## src/rtl/adder_rr_arbiter.sv

```systemverilog
// Round-robin arbiter and sequencer sharing one external DATA_W-bit adder among NUM_REQ requesters.
// Latency: request accepted in cycle t, response valid from t+2; at least 3 cycles per operation.
// Backpressure: one op in flight; rsp stall holds the sum and blocks every requester. Define ADDER_ARB_OVF_EN for o_rsp_ovf.
module adder_rr_arbiter #(
    parameter int NUM_REQ = 4,
    parameter int DATA_W  = 32
) (
    input  logic                      i_clk,
    input  logic                      i_rst,
    input  logic [NUM_REQ-1:0]        i_req_valid,
    output logic [NUM_REQ-1:0]        o_req_ready,
    input  logic [NUM_REQ*DATA_W-1:0] i_req_a,
    input  logic [NUM_REQ*DATA_W-1:0] i_req_b,
    output logic [NUM_REQ-1:0]        o_rsp_valid,
    input  logic [NUM_REQ-1:0]        i_rsp_ready,
    output logic [DATA_W-1:0]         o_rsp_sum,
    output logic [DATA_W-1:0]         o_add_a,
    output logic [DATA_W-1:0]         o_add_b,
    input  logic [DATA_W-1:0]         i_add_sum,
`ifdef ADDER_ARB_OVF_EN
    output logic                      o_rsp_ovf,
`endif
    output logic                      o_busy
);

    localparam int IDX_W = (NUM_REQ > 1) ? $clog2(NUM_REQ) : 1;

    typedef enum logic [1:0] {
        ST_IDLE  = 2'd0,
        ST_ISSUE = 2'd1,
        ST_RESP  = 2'd2
    } state_t;

    state_t             state_q, state_d;
    logic [IDX_W-1:0]   ptr_q, ptr_d;
    logic [IDX_W-1:0]   gnt_q, gnt_d;
    logic [DATA_W-1:0]  add_a_q, add_a_d;
    logic [DATA_W-1:0]  add_b_q, add_b_d;
    logic [DATA_W-1:0]  sum_q, sum_d;
`ifdef ADDER_ARB_OVF_EN
    logic               ovf_q, ovf_d;
`endif

    logic               pick_vld;
    logic [IDX_W-1:0]   pick_idx;
    logic [IDX_W:0]     cand;

    // Round-robin search: walk from ptr downward in offset order so the
    // smallest offset from ptr is the last (winning) assignment.
    always_comb begin
        pick_vld = 1'b0;
        pick_idx = ptr_q;
        cand     = '0;
        for (int i = NUM_REQ - 1; i >= 0; i--) begin
            cand = {1'b0, ptr_q} + (IDX_W+1)'(i);
            if (cand >= (IDX_W+1)'(NUM_REQ)) begin
                cand = cand - (IDX_W+1)'(NUM_REQ);
            end
            if (i_req_valid[cand[IDX_W-1:0]]) begin
                pick_vld = 1'b1;
                pick_idx = cand[IDX_W-1:0];
            end
        end
    end

    // Next-state and handshake outputs for the IDLE -> ISSUE -> RESP sequence.
    always_comb begin
        state_d     = state_q;
        ptr_d       = ptr_q;
        gnt_d       = gnt_q;
        add_a_d     = add_a_q;
        add_b_d     = add_b_q;
        sum_d       = sum_q;
`ifdef ADDER_ARB_OVF_EN
        ovf_d       = ovf_q;
`endif
        o_req_ready = '0;
        o_rsp_valid = '0;
        case (state_q)
            ST_IDLE: begin
                if (pick_vld) begin
                    o_req_ready[pick_idx] = 1'b1;
                    gnt_d   = pick_idx;
                    add_a_d = i_req_a[pick_idx*DATA_W +: DATA_W];
                    add_b_d = i_req_b[pick_idx*DATA_W +: DATA_W];
                    state_d = ST_ISSUE;
                end
            end
            ST_ISSUE: begin
                // Adder is combinational on the registered operands; capture now.
                sum_d = i_add_sum;
`ifdef ADDER_ARB_OVF_EN
                ovf_d = (add_a_q[DATA_W-1] == add_b_q[DATA_W-1]) &&
                        (i_add_sum[DATA_W-1] != add_a_q[DATA_W-1]);
`endif
                state_d = ST_RESP;
            end
            ST_RESP: begin
                o_rsp_valid[gnt_q] = 1'b1;
                if (i_rsp_ready[gnt_q]) begin
                    ptr_d   = (gnt_q == IDX_W'(NUM_REQ - 1)) ? '0 : gnt_q + IDX_W'(1);
                    state_d = ST_IDLE;
                end
            end
            default: begin
                state_d = ST_IDLE;
            end
        endcase
    end

    // State, pointer and datapath registers; reset discards any op in flight.
    always_ff @(posedge i_clk or posedge i_rst) begin
        if (i_rst) begin
            state_q <= ST_IDLE;
            ptr_q   <= '0;
            gnt_q   <= '0;
            add_a_q <= '0;
            add_b_q <= '0;
            sum_q   <= '0;
`ifdef ADDER_ARB_OVF_EN
            ovf_q   <= 1'b0;
`endif
        end else begin
            state_q <= state_d;
            ptr_q   <= ptr_d;
            gnt_q   <= gnt_d;
            add_a_q <= add_a_d;
            add_b_q <= add_b_d;
            sum_q   <= sum_d;
`ifdef ADDER_ARB_OVF_EN
            ovf_q   <= ovf_d;
`endif
        end
    end

    assign o_add_a   = add_a_q;
    assign o_add_b   = add_b_q;
    assign o_rsp_sum = sum_q;
    assign o_busy    = (state_q != ST_IDLE);
`ifdef ADDER_ARB_OVF_EN
    assign o_rsp_ovf = ovf_q;
`endif

endmodule

```

## config.mk

```make
export PLATFORM = sky130hd
export DESIGN_NAME = adder_rr_arbiter
export DESIGN_NICKNAME = d
export VERILOG_FILES = /design/src/rtl/adder_rr_arbiter.sv
export SDC_FILE = /design/constraint.sdc
export NUM_CORES = 1
export LEC_CHECK = 0
export ABC_AREA = 1
export ABC_CLOCK_PERIOD_IN_PS = 5900
export CAP_MARGIN = 30
export CORE_AREA = 2 2 158 160
export CTS_CLUSTER_DIAMETER = 150
export DETAILED_ROUTE_END_ITERATION = 7
export DIE_AREA = 0 0 160 162
export GPL_ROUTABILITY_DRIVEN = 0
export PLACE_DENSITY_LB_ADDON = 0.1
export SKIP_CTS_REPAIR_TIMING = 1
export SYNTH_ARGS = -nofsm -noshare
export SYNTH_HDL_FRONTEND = slang
export SYNTH_SLANG_ARGS = --single-unit
```

## constraint.sdc

```tcl
create_clock -name i_clk -period 5.9 [get_ports i_clk]
set_input_delay 1.77 -clock i_clk [delete_from_list [all_inputs] [get_ports i_clk]]
set_output_delay 1.77 -clock i_clk [all_outputs]
set_load 0.01 [all_outputs]
```

======== After elaboration in Yosys (flattened, before gate mapping) ========
Cells that the tools add are included.
storage, ports and cells
  input bits .............................. 298
  bits in registers ....................... 102
  word-level logic and storage cells ...... 73
  output and inout port bits .............. 105
operators by class
  magnitude comparators ................... 12
  eq/ne operators ......................... 5
  shift operators ......................... 2
  $add $sub $neg .......................... 8
  mux-type cells .......................... 33
  reduce and logical (&&, ||, !) cells .... 7
operator list
  cell                 number
  $shiftx 128x8->32    2
  $mux 2               11
  $lt 2x3->1 const B   6
  $mux 4               3
  $mux 1               11
  $bmux 1 s2           5
  $ge 3x3->1 const B   3
  $sub 2x1->2 const B  4
  $add 2x2->3 const B  2
  $pmux 2 s3           1
  $reduce_and 2->1     3
  $demux 1 s2          2
  $eq 2x2->1 const B   2
  $ge 2x1->1 const B   2
  $ne 2x2->1 const B   2
  $add 2x1->3 const B  1
  $ge 2x3->1 const B   1
  $add 2x1->2 const B  1
  $eq 2x1->1 const B   1
  $logic_and 1x1->1    2
  $logic_not 2->1      1
  $reduce_bool 2->1    1

======== Depth between registers and ports, before layout ========
Gate-level depths: netlist (run 1).
  depth in word-level cells ............... 15
  depth in mapped cells ................... 19
  depth with buffers taken out ............ 16

======== Worst setup path before layout (run 1) ========
OpenSTA, ideal clock, no wires.
  path type ............................... in2out
  start ................................... in i_req_valid[3]
  end ..................................... out o_req_ready[3]
  arrival ................................. 2.996 ns
  buffers on the path ..................... 2
  slack ................................... 1.134 ns
  required time ........................... 4.130 ns
  stages .................................. 12
  cells stage by stage .................... inv_1 nand2_1 nand3_1 nand2_1 nand3_1 nand3_1 nand2_1 nand2_2 buf_6 buf_6 inv_1 nor3_1
on the way
  longest elaborated chain between the ends .. 12
  elaborated cells on any way between the ends .. 23
  those cells by class .................... order compare (2); mux (20); reduce/logical (1)
RTL lines
  element                                                         RTL line  text
  start: declaration                                              10        input logic [NUM_REQ-1:0] i_req_valid,
  $bmux 1 s2                                                      59        if (i_req_valid[cand[IDX_W-1:0]]) begin
  $mux 1 (implied by the code)                                    59
  $mux 2 (4 in a row)                                             59
  $lt 2x3->1 (implied by the code) or $ge 2x1->1 (tied branches)  82        o_req_ready[pick_idx] = 1'b1;
  $logic_and 1x1->1 (implied by the code)                         82
  $mux 1 (implied by the code)                                    82
  $demux 1 s2                                                     82
  $mux 4 *                                                        81        if (pick_vld) begin
  $mux 4 *                                                        79        case (state_q)
  end: declaration                                                11        output logic [NUM_REQ-1:0] o_req_ready,
Every way passes the cells marked *; elsewhere a longest branch is shown, timed or not. The select of a mux whose other input is x is not followed.

======== Worst setup path after layout (run 1) ========
  start ................................... in i_req_valid[1]
  end ..................................... out o_req_ready[1]
Same word-level chain as after synthesis.

==> flow_metrics.py, run 1 <==
metrics = {
    "timing": {
        "setup_viol": 0,
        "worst_pin_slew_ps": 857,
        "min_period_ps": 5640,
        "layout_setup_ws_ps": 261,
        "hold_viol_final": 0,
        "slew_viol_final": 0,
        "period_share_pct": 95.6,
        "clock.fmax_ghz": 0.177,
        "whs_ps": 481,
        "slew_headroom_pct": 42.9,
        "clock_skew_ps": 8.88,
        "finalSetupTns_ps": 0,
        "grt_setup_unrepaired": "false",
    },
    "pwr": {
        "vdd_ir_drop_max_v": 0.000842,
        "power.density_nw_per_um2": 608,
        "power_leakage_nw": 5.70,
    },
    "cts": {
        "clk_pin_slew_ps": 70,
        "cts-buffers-inserted": 9,
        "root_buffer": "clkbuf_16",
        "cts-htree-levels": 3,
        "tritoncts": "yes",
        "clock_latency_ps": 360,
        "ctsLongestPathBuffers": 2,
        "clock_sinks": 102,
    },
    "floorplan": {
        "core-area_um2": 24100,
        "die-area_um2": 25900,
        "die_w_um": 160,
        "start_util_pct": 29.5,
        "die_y_um": 162,
        "num_rows": 57,
        "io_pins": 403,
    },
    "logic_synthesis": {
        "yosys_most_used_dff": "dfrtp_1",
        "synthTopCellsByArea": "dfrtp_1 (36%), nand2_1 (29%), nand3_1 (9.5%)",
        "yosysMostFrequentCell": "nand2_1",
        "synth_edf_count": 0,
        "ys_seq_elements": 102,
        "yosysUniqueCellTypes": 24,
        "syn_inst": 1075,
        "ys_seq_area_share_pct": 36.0,
        "synth.largest_area_cell": "dfrtp_1",
        "synthesis.nets": 1377,
        "async_flop_share_pct": 100,
        "avgSynthCellArea_um2": 6.60,
        "syn_area_um2": 7100,
        "synth_top_area_share_pct": 36.0,
        "synth_common_cells": "nand2_1 (551), nand3_1 (135), dfrtp_1 (102), inv_1 (81), nand3b_1 (65)",
        "yosysWarnings": 0,
    },
    "setup_path": {
        "crit_path_end": "o_req_ready[1]",
        "startpoint_type": "input port",
        "timing.rr.start": "ptr_q[0]",
        "regToRegEndpoint": "o_add_b[12]",
        "worstPathMaxFanout": 7,
        "reg2reg_depth": 17,
        "crit_start": "i_req_valid[1]",
        "r2r_slack_ps": 2480,
        "critical_path_class": "in2out",
        "cp_data_required_time_ps": 4130,
        "crit_path_end_kind": "primary output",
        "cp.arrival_ps": 3870,
    },
    "layout": {
        "nets": 1730,
        "multiInputGateArea_um2": 3790,
        "stdcell_count": 1757,
        "syn_to_final_growth_pct": 62.5,
        "layout.area.seq_um2": 2550,
        "fillers": 2503,
        "antenna_cells": 0,
        "drive_above_1_share_pct": 5.44,
    },
    "route": {
        "antenna_left": 0,
        "vias": 8074,
        "finalWirelength_um": 28900,
        "top_layer": "met5",
        "met1_length_um": 12000,
        "drt_pass1_iterations": 4,
        "wl_met2_um": 14200,
        "drc": 0,
        "drt_iter0_markers": 428,
        "wl_per_cell_um": 16.5,
        "avgViaCountPerCell": 4.60,
        "wl_met3_um": 2440,
    },
    "grt": {
        "grt_max_degree": 67,
        "grt_first_pass_wirelength_um": 45000,
        "antenna_found_initial": 2,
        "grt_overflow": 0,
        "grt.total_usage_pct": 22.1,
        "grt_pass1_vias": 7886,
    },
    "placement": {
        "dp_slack_ps": 277,
        "port_buffers": 402,
        "placed_cells": 1741,
        "place_hpwl_um": 20900,
    },
    "min_path": {
        "hold_class": "reg2reg",
        "hp-start": "o_add_b[25]",
    },
    "outcome": {
        "status": "completed",
    },
    "flow_run": {
        "maxCapViolations": 0,
    },
}
[worst min-delay path by stage]
stage / to / slack (ps) / cells after the start
floorplan: o_add_a[0] / 520 / 2
global placement: o_add_a[24] / 460 / 2
detailed placement: o_add_b[17] / 460 / 2
CTS: o_add_b[25] / 480 / 2
global route: o_add_b[25] / 500 / 2
finish: o_add_b[25] / 480 / 2
[critical path, stage by stage]
cell and delay [ps]:
clkdlybuf4s50_1 500, nand2_1 80, nand2_1 90, nand2_1 90
nand2_1 90, inv_2 40, nand2_2 80, nor3_1 60
or2_4 270, nor2_2 110, inv_1 60, nor2_1 90
clkdlybuf4s50_1 550
[final cells by class]
cell class	instances	share of cell area (%)
clock buffer	9	1.95
multi-input combinational	811	32.9
inverter	87	2.87
sequential	102	22.1
timing repair buffer	417	35.9
tap	324	3.51
clock inverter	7	0.759
[stage by stage]
| stage | instance area (µm²) | utilization [%] | power [mW] |
|---|---|---|---|
| floorplan | 7100 | - | 4.74 |
| global placement | 11200 | 46.5 | 6.43 |
| detailed placement | 11200 | 46.5 | 6.47 |
| CTS | 11500 | 47.8 | 7.14 |
| global route | 11500 | 47.8 | 7.79 |
| finish | 11500 | 47.8 | 7.02 |
[per-layer routing]
layer,track usage (%),vias up
met4,4.67,4
met3,7.12,23
li1,-,4037
met5,0,-
met2,39.1,296
met1,26.2,3714
[power by group]
| part | switching, mW | internal (mW) | total [mW] |
|---|---|---|---|
| logic | 3.12 | 1.97 | 5.10 |
| clock network | 0.307 | 0.340 | 0.647 |
| registers | 0.202 | 1.07 | 1.27 |
[cells by family (layout without fill, tap and decap cells)]
group,Yosys count,after routing,synth area share [%]
muxes,32,32,5.08
and+or+nand+nor,768,768,46.7
adders and majority gates,4,4,0.705
AOI/OAI and AO/OA,7,7,0.564
DFF,102,102,36.0
buffers and inverters,162,520,11.0
[registers in the layout, indices dropped and copies added, names as in the netlist]
register and cells:
gnt_q 2, o_add_a 32, o_add_b 32, o_rsp_sum 32, ptr_q 2, state_q 2
[layout by cell type (no fill, tap or decap), types with 2 or more instances in the layout]
master,netlist,routed
o21ai_1,2,2
a21oi_1,2,2
nand3b_1,65,65
ha_1,4,4
clkdlybuf4s50_1,0,402
dfrtp_1,102,102
nand3_1,135,135
nand2_1,551,549
clkinvlp_4,0,2
nand2_4,0,2
o21ai_0,2,2
clkbuf_16,0,9
inv_1,81,79
nor3_1,3,3
inv_4,1,2
buf_4,16,15
mux2_2,32,32
nand2_2,2,2
inv_2,5,6
nor2_1,9,9
inv_8,0,3
Note: power is estimated with default switching activity, not from simulation.
==> run 2: changes to the inputs <==
--- a/config.mk
+++ b/config.mk
@@ -8,11 +8,12 @@
 export ABC_AREA = 1
 export ABC_CLOCK_PERIOD_IN_PS = 5900
 export CAP_MARGIN = 30
-export CORE_AREA = 2 2 158 160
+export CORE_AREA = 2 2 159 161
 export CTS_CLUSTER_DIAMETER = 150
 export DETAILED_ROUTE_END_ITERATION = 7
-export DIE_AREA = 0 0 160 162
+export DIE_AREA = 0 0 161 163
 export GPL_ROUTABILITY_DRIVEN = 0
+export MAX_ROUTING_LAYER = met4
 export PLACE_DENSITY_LB_ADDON = 0.1
 export SKIP_CTS_REPAIR_TIMING = 1
 export SYNTH_ARGS = -nofsm -noshare
==> flow_metrics.py, run 2 (synthesized netlist as in run 1, its figures left out) <==
metrics = {
    "outcome": {
        "status": "completed",
    },
    "setup_path": {
        "cp.arrival_ps": 3900,
        "path_cells": "clkdlybuf4s50_1, nand2_1, nand2_1, nand2_1, nand2_1, inv_2, nand2_2, nor3_1, or2_2, nor2_2, inv_1, nor2_1, clkdlybuf4s50_1",
        "critical_path_class": "in2out",
        "r2r_slack_ps": 2710,
        "reg2reg_depth": 18,
        "critPathMaxStageDelay_ps": 540,
        "path_buf_inv": 4,
        "cp_top_family": "buffers and inverters",
        "timing.rr.start": "ptr_q[0]",
        "startpoint_type": "input port",
        "regToRegEndpoint": "o_add_a[26]",
        "cp_data_required_time_ps": 4130,
        "worstPathMaxFanout": 4,
        "slowest_stage": "clkdlybuf4s50_1",
        "crit_path_end_kind": "primary output",
        "cp_common_cell": "nand2_1",
    },
    "timing": {
        "clock.fmax_ghz": 0.176,
        "finalSetupTns_ps": 0,
        "worst_pin_slew_ps": 830,
        "clock_skew_ps": 11.4,
        "slew_viol_final": 0,
        "slew_headroom_pct": 44.7,
        "hold_viol_final": 0,
        "period_share_pct": 96.0,
        "min_period_ps": 5670,
        "grt_setup_unrepaired": "false",
        "setup_viol": 0,
    },
    "floorplan": {
        "core-area_um2": 24700,
        "die_y_um": 163,
        "start_util_pct": 28.8,
        "io_pins": 403,
        "num_rows": 58,
        "die_w_um": 161,
        "die-area_um2": 26200,
    },
    "placement": {
        "dpl-instance-area_um2": 11300,
        "place_hpwl_um": 21100,
        "port_buffers": 402,
    },
    "grt": {
        "antenna_found_initial": 1,
        "grt.total_usage_pct": 22.3,
        "grt_overflow": 0,
        "grt_max_degree": 83,
        "grt_first_pass_wirelength_um": 43800,
        "grt_pass1_vias": 7724,
    },
    "route": {
        "avgViaCountPerCell": 4.56,
        "drt_pass1_iterations": 5,
        "wl_per_cell_um": 16.5,
        "antenna_left": 0,
        "drc": 0,
        "finalWirelength_um": 29100,
        "drt_iter0_markers": 492,
        "vias": 8049,
    },
    "layout": {
        "fin_util_pct": 47.1,
        "drive_above_1_share_pct": 5.57,
        "final_area_um2": 11600,
        "nets": 1732,
        "layout_commonest_cell": "nand2_1",
        "syn_to_final_growth_pct": 63.7,
        "final_cell_mix": "nand2_1 (549), clkdlybuf4s50_1 (402), nand3_1 (135)",
    },
    "cts": {
        "tritoncts": "yes",
        "cts-buffers-inserted": 9,
        "ctsLongestPathBuffers": 2,
        "clock_sinks": 102,
        "cts-htree-levels": 3,
        "clk_pin_slew_ps": 70,
        "clock_latency_ps": 360,
        "root_buffer": "clkbuf_16",
    },
    "pwr": {
        "power.density_nw_per_um2": 611,
        "power_leakage_nw": 5.73,
        "vdd_ir_drop_max_v": 0.000513,
    },
    "min_path": {
        "holdPathStages": 2,
        "hp-start": "o_add_a[21]",
        "hold_class": "reg2reg",
        "whs_endpoint": "o_add_a[21]",
    },
    "flow_run": {
        "maxCapViolations": 0,
    },
}
==> run 2: routing by layer <==
metal | global-route usage [%] | wire (µm)
met3 | 4.99 | 1840
met4 | 7.71 | 760
met5 | - | 0
met1 | 25.9 | 12300
met2 | 38.0 | 14100
==> run 2: final cells by class <==
cell class / instances / area (µm²)
antenna: 1 / 2.50
inverter: 87 / 332
timing repair buffer: 419 / 4240
clock inverter: 7 / 65.1
sequential: 102 / 2550
tap: 330 / 413
fill: 2588 / 13100
multi-input combinational: 811 / 3790
clock buffer: 9 / 225
==> run 2: where the power goes <==
group / internal [mW] / total, mW / switching [mW]
registers: 1.07 / 1.27 / 0.197
clock network: 0.298 / 0.600 / 0.303
logic: 2.06 / 5.23 / 3.17
==> run 2: worst max-delay path by stage <==
| stage | start | endpoint | depth (start not counted) |
|---|---|---|---|
| after floorplan | i_req_valid[3] | o_req_ready[3] | 12 |
| after global placement | i_req_valid[1] | o_req_ready[0] | 13 |
| after detailed placement | i_req_valid[1] | o_req_ready[0] | 13 |
| after CTS | i_req_valid[1] | o_req_ready[0] | 13 |
| after global routing | i_req_valid[1] | o_req_ready[0] | 13 |
| final | i_req_valid[1] | o_req_ready[0] | 13 |
==> run 2: per-stage QoR <==
stage	hold WS, ps	worst slack, ps	total power, mW	instances
floorplan	515	1130	4.74	1075
global placement	461	276	6.51	1745
detailed placement	464	232	6.63	1749
CTS	484	230	7.26	1765
global route	495	45.0	7.85	1766
finish	476	233	7.10	1766
==> run 2: worst register-to-register path, stage by stage (launching register included) <==
cell and delay (ps):
dfrtp_1 550, inv_4 180, nand2_1 90, nand2_1 80, nand2_1 90, nand2_1 80, inv_2 40, nand2_2 80
nand3_1 120, nand2_4 90, buf_4 380, buf_4 510, buf_16 290, nand3_1 180, nand2_1 120, nand2_1 60
nand2_1 90, nand2_1 50, nand2_1 60
==> run 3: changes to the inputs <==
--- a/config.mk
+++ b/config.mk
@@ -7,15 +7,16 @@
 export LEC_CHECK = 0
 export ABC_AREA = 1
 export ABC_CLOCK_PERIOD_IN_PS = 5900
-export CAP_MARGIN = 30
 export CORE_AREA = 2 2 159 161
 export CTS_CLUSTER_DIAMETER = 150
 export DETAILED_ROUTE_END_ITERATION = 7
 export DIE_AREA = 0 0 161 163
 export GPL_ROUTABILITY_DRIVEN = 0
+export GPL_TIMING_DRIVEN = 0
 export MAX_ROUTING_LAYER = met4
 export PLACE_DENSITY_LB_ADDON = 0.1
 export SKIP_CTS_REPAIR_TIMING = 1
 export SYNTH_ARGS = -nofsm -noshare
 export SYNTH_HDL_FRONTEND = slang
 export SYNTH_SLANG_ARGS = --single-unit
+export TNS_END_PERCENT = 20
==> flow_metrics.py, run 3 (synthesized netlist as in run 1, its figures left out) <==
metrics = {
    "grt": {
        "antenna_found_initial": 0,
        "grt_max_degree": 54,
        "grt_overflow": 0,
        "grt_first_pass_wirelength_um": 45800,
        "grt.total_usage_pct": 23.5,
        "grt_pass1_vias": 7951,
    },
    "cts": {
        "cts-htree-levels": 3,
        "root_buffer": "clkbuf_16",
        "clock_latency_ps": 360,
        "cts-buffers-inserted": 9,
        "ctsLongestPathBuffers": 2,
        "tritoncts": "yes",
        "clock_sinks": 102,
        "clk_pin_slew_ps": 70,
    },
    "floorplan": {
        "core-area_um2": 24700,
        "die_w_um": 161,
        "num_rows": 58,
        "die_y_um": 163,
        "io_pins": 403,
        "die-area_um2": 26200,
        "start_util_pct": 28.8,
    },
    "pwr": {
        "power_leakage_nw": 5.97,
        "p_int_mw": 3.63,
        "comb_power_share_pct": 74.7,
        "switching_share_pct": 51.4,
        "vdd_ir_drop_max_v": 0.000231,
        "power_frac_seq_pct": 16.9,
        "power.density_nw_per_um2": 628,
        "p_sw_mw": 3.83,
        "clockPowerShare_pct": 8.4,
    },
    "setup_path": {
        "slowest_stage": "clkdlybuf4s50_1",
        "r2r_slack_ps": 3490,
        "path_buf_inv": 7,
        "critical_path_class": "in2out",
        "cp_top_family": "buffers and inverters",
        "regToRegEndpoint": "o_add_b[5]",
        "startpoint_type": "input port",
        "worstPathMaxFanout": 10,
        "crit_path_end_kind": "primary output",
        "cp.arrival_ps": 3890,
        "reg2reg_depth": 14,
        "critPathMaxStageDelay_ps": 480,
        "cp_common_cell": "nand2_1",
        "timing.rr.start": "ptr_q[0]",
        "crit_cells": 14,
        "cp_data_required_time_ps": 4130,
        "path_cells": "clkdlybuf4s50_1, inv_1, o21ai_1, nand2_1, nand2_1, inv_2, nand3_1, nand2_1, nand2_2, buf_6, buf_6, inv_1, nor3_1, dlymetal6s2s_1",
    },
    "layout": {
        "stdcell_count": 1824,
        "fin_util_pct": 48.2,
        "multiInputGateArea_um2": 3770,
        "fillers": 2560,
        "nets": 1791,
        "final_cell_mix": "nand2_1 (551), clkdlybuf4s50_1 (398), nand3_1 (135)",
        "syn_to_final_growth_pct": 67.4,
        "layout.area.seq_um2": 2550,
        "final_area_um2": 11900,
        "drive_above_1_share_pct": 7.90,
        "antenna_cells": 0,
        "layout_commonest_cell": "nand2_1",
    },
    "timing": {
        "min_period_ps": 5660,
        "setup_viol": 0,
        "period_share_pct": 95.9,
        "whs_ps": 478,
        "clock.fmax_ghz": 0.177,
        "grt_setup_unrepaired": "false",
        "clock_skew_ps": 11.5,
        "worst_pin_slew_ps": 696,
        "slew_viol_final": 0,
        "slew_headroom_pct": 53.6,
        "hold_viol_final": 0,
    },
    "route": {
        "drt_iter0_markers": 408,
        "wl_met3_um": 2350,
        "wl_per_cell_um": 16.9,
        "drt_pass1_iterations": 5,
        "vias": 8289,
        "finalWirelength_um": 30800,
        "drc": 0,
        "wl_met2_um": 15100,
        "antenna_left": 0,
        "avgViaCountPerCell": 4.54,
        "top_layer": "met4",
        "met1_length_um": 12700,
    },
    "placement": {
        "place_hpwl_um": 24100,
        "placed_cells": 1808,
        "port_buffers": 402,
        "dpl-instance-area_um2": 11600,
    },
    "flow_run": {
        "maxCapViolations": 0,
    },
    "outcome": {
        "status": "completed",
    },
    "min_path": {
        "holdPathStages": 2,
        "hold_class": "reg2reg",
        "hp-start": "o_add_b[11]",
        "whs_endpoint": "o_add_b[11]",
    },
}
run 3: worst max path at each step:
stage,slack (ps),endpoint,startpoint
after floorplan,1130,o_req_ready[3],i_req_valid[3]
after global placement,-560,o_add_a[15],i_rst
after detailed placement,-190,o_req_ready[3],i_req_valid[2]
after CTS,-200,o_req_ready[3],i_req_valid[2]
after global routing,20,o_req_ready[3],i_req_valid[0]
final,240,o_req_ready[3],i_req_valid[0]
run 3: worst min-delay path, cell delays in order, from the launching register on:
cell and delay, ps:
dfrtp_1 340, nand2_1 50, nand2_1 50
run 3: metrics by stage:
stage,TNS [ps],power [mW],setup slack [ps]
floorplan,0,4.74,1130
global placement,-56450,6.88,-562
detailed placement,-580,6.92,-192
CTS,-607,7.57,-199
global route,0,8.21,21.4
finish,0,7.47,241
run 3: per-layer routing:
metal | GRT usage [%] | vias up
met3 | 5.55 | 27
met2 | 40.6 | 294
li1 | - | 4169
met5 | - | -
met1 | 27.3 | 3799
met4 | 6.45 | 0
run 3: power by group through the flow:
stage	sequential [mW]	combinational, mW	clock (mW)
after global routing	1.31	6.23	0.666
final	1.27	5.57	0.626
after global placement	1.26	5.62	0
after floorplan	1.41	3.33	0
after detailed placement	1.28	5.64	0
after CTS	1.27	5.66	0.641
run 3: area by class of cell:
cell class | count | share of cell area, %
multi-input cells | 811 | 31.7
repair buffers | 403 | 34.2
flip-flops and latches | 102 | 21.5
well taps | 330 | 3.47
clock inverters | 7 | 0.663
plain buffers | 75 | 3.81
clock buffers | 9 | 1.90
inverters | 87 | 2.79
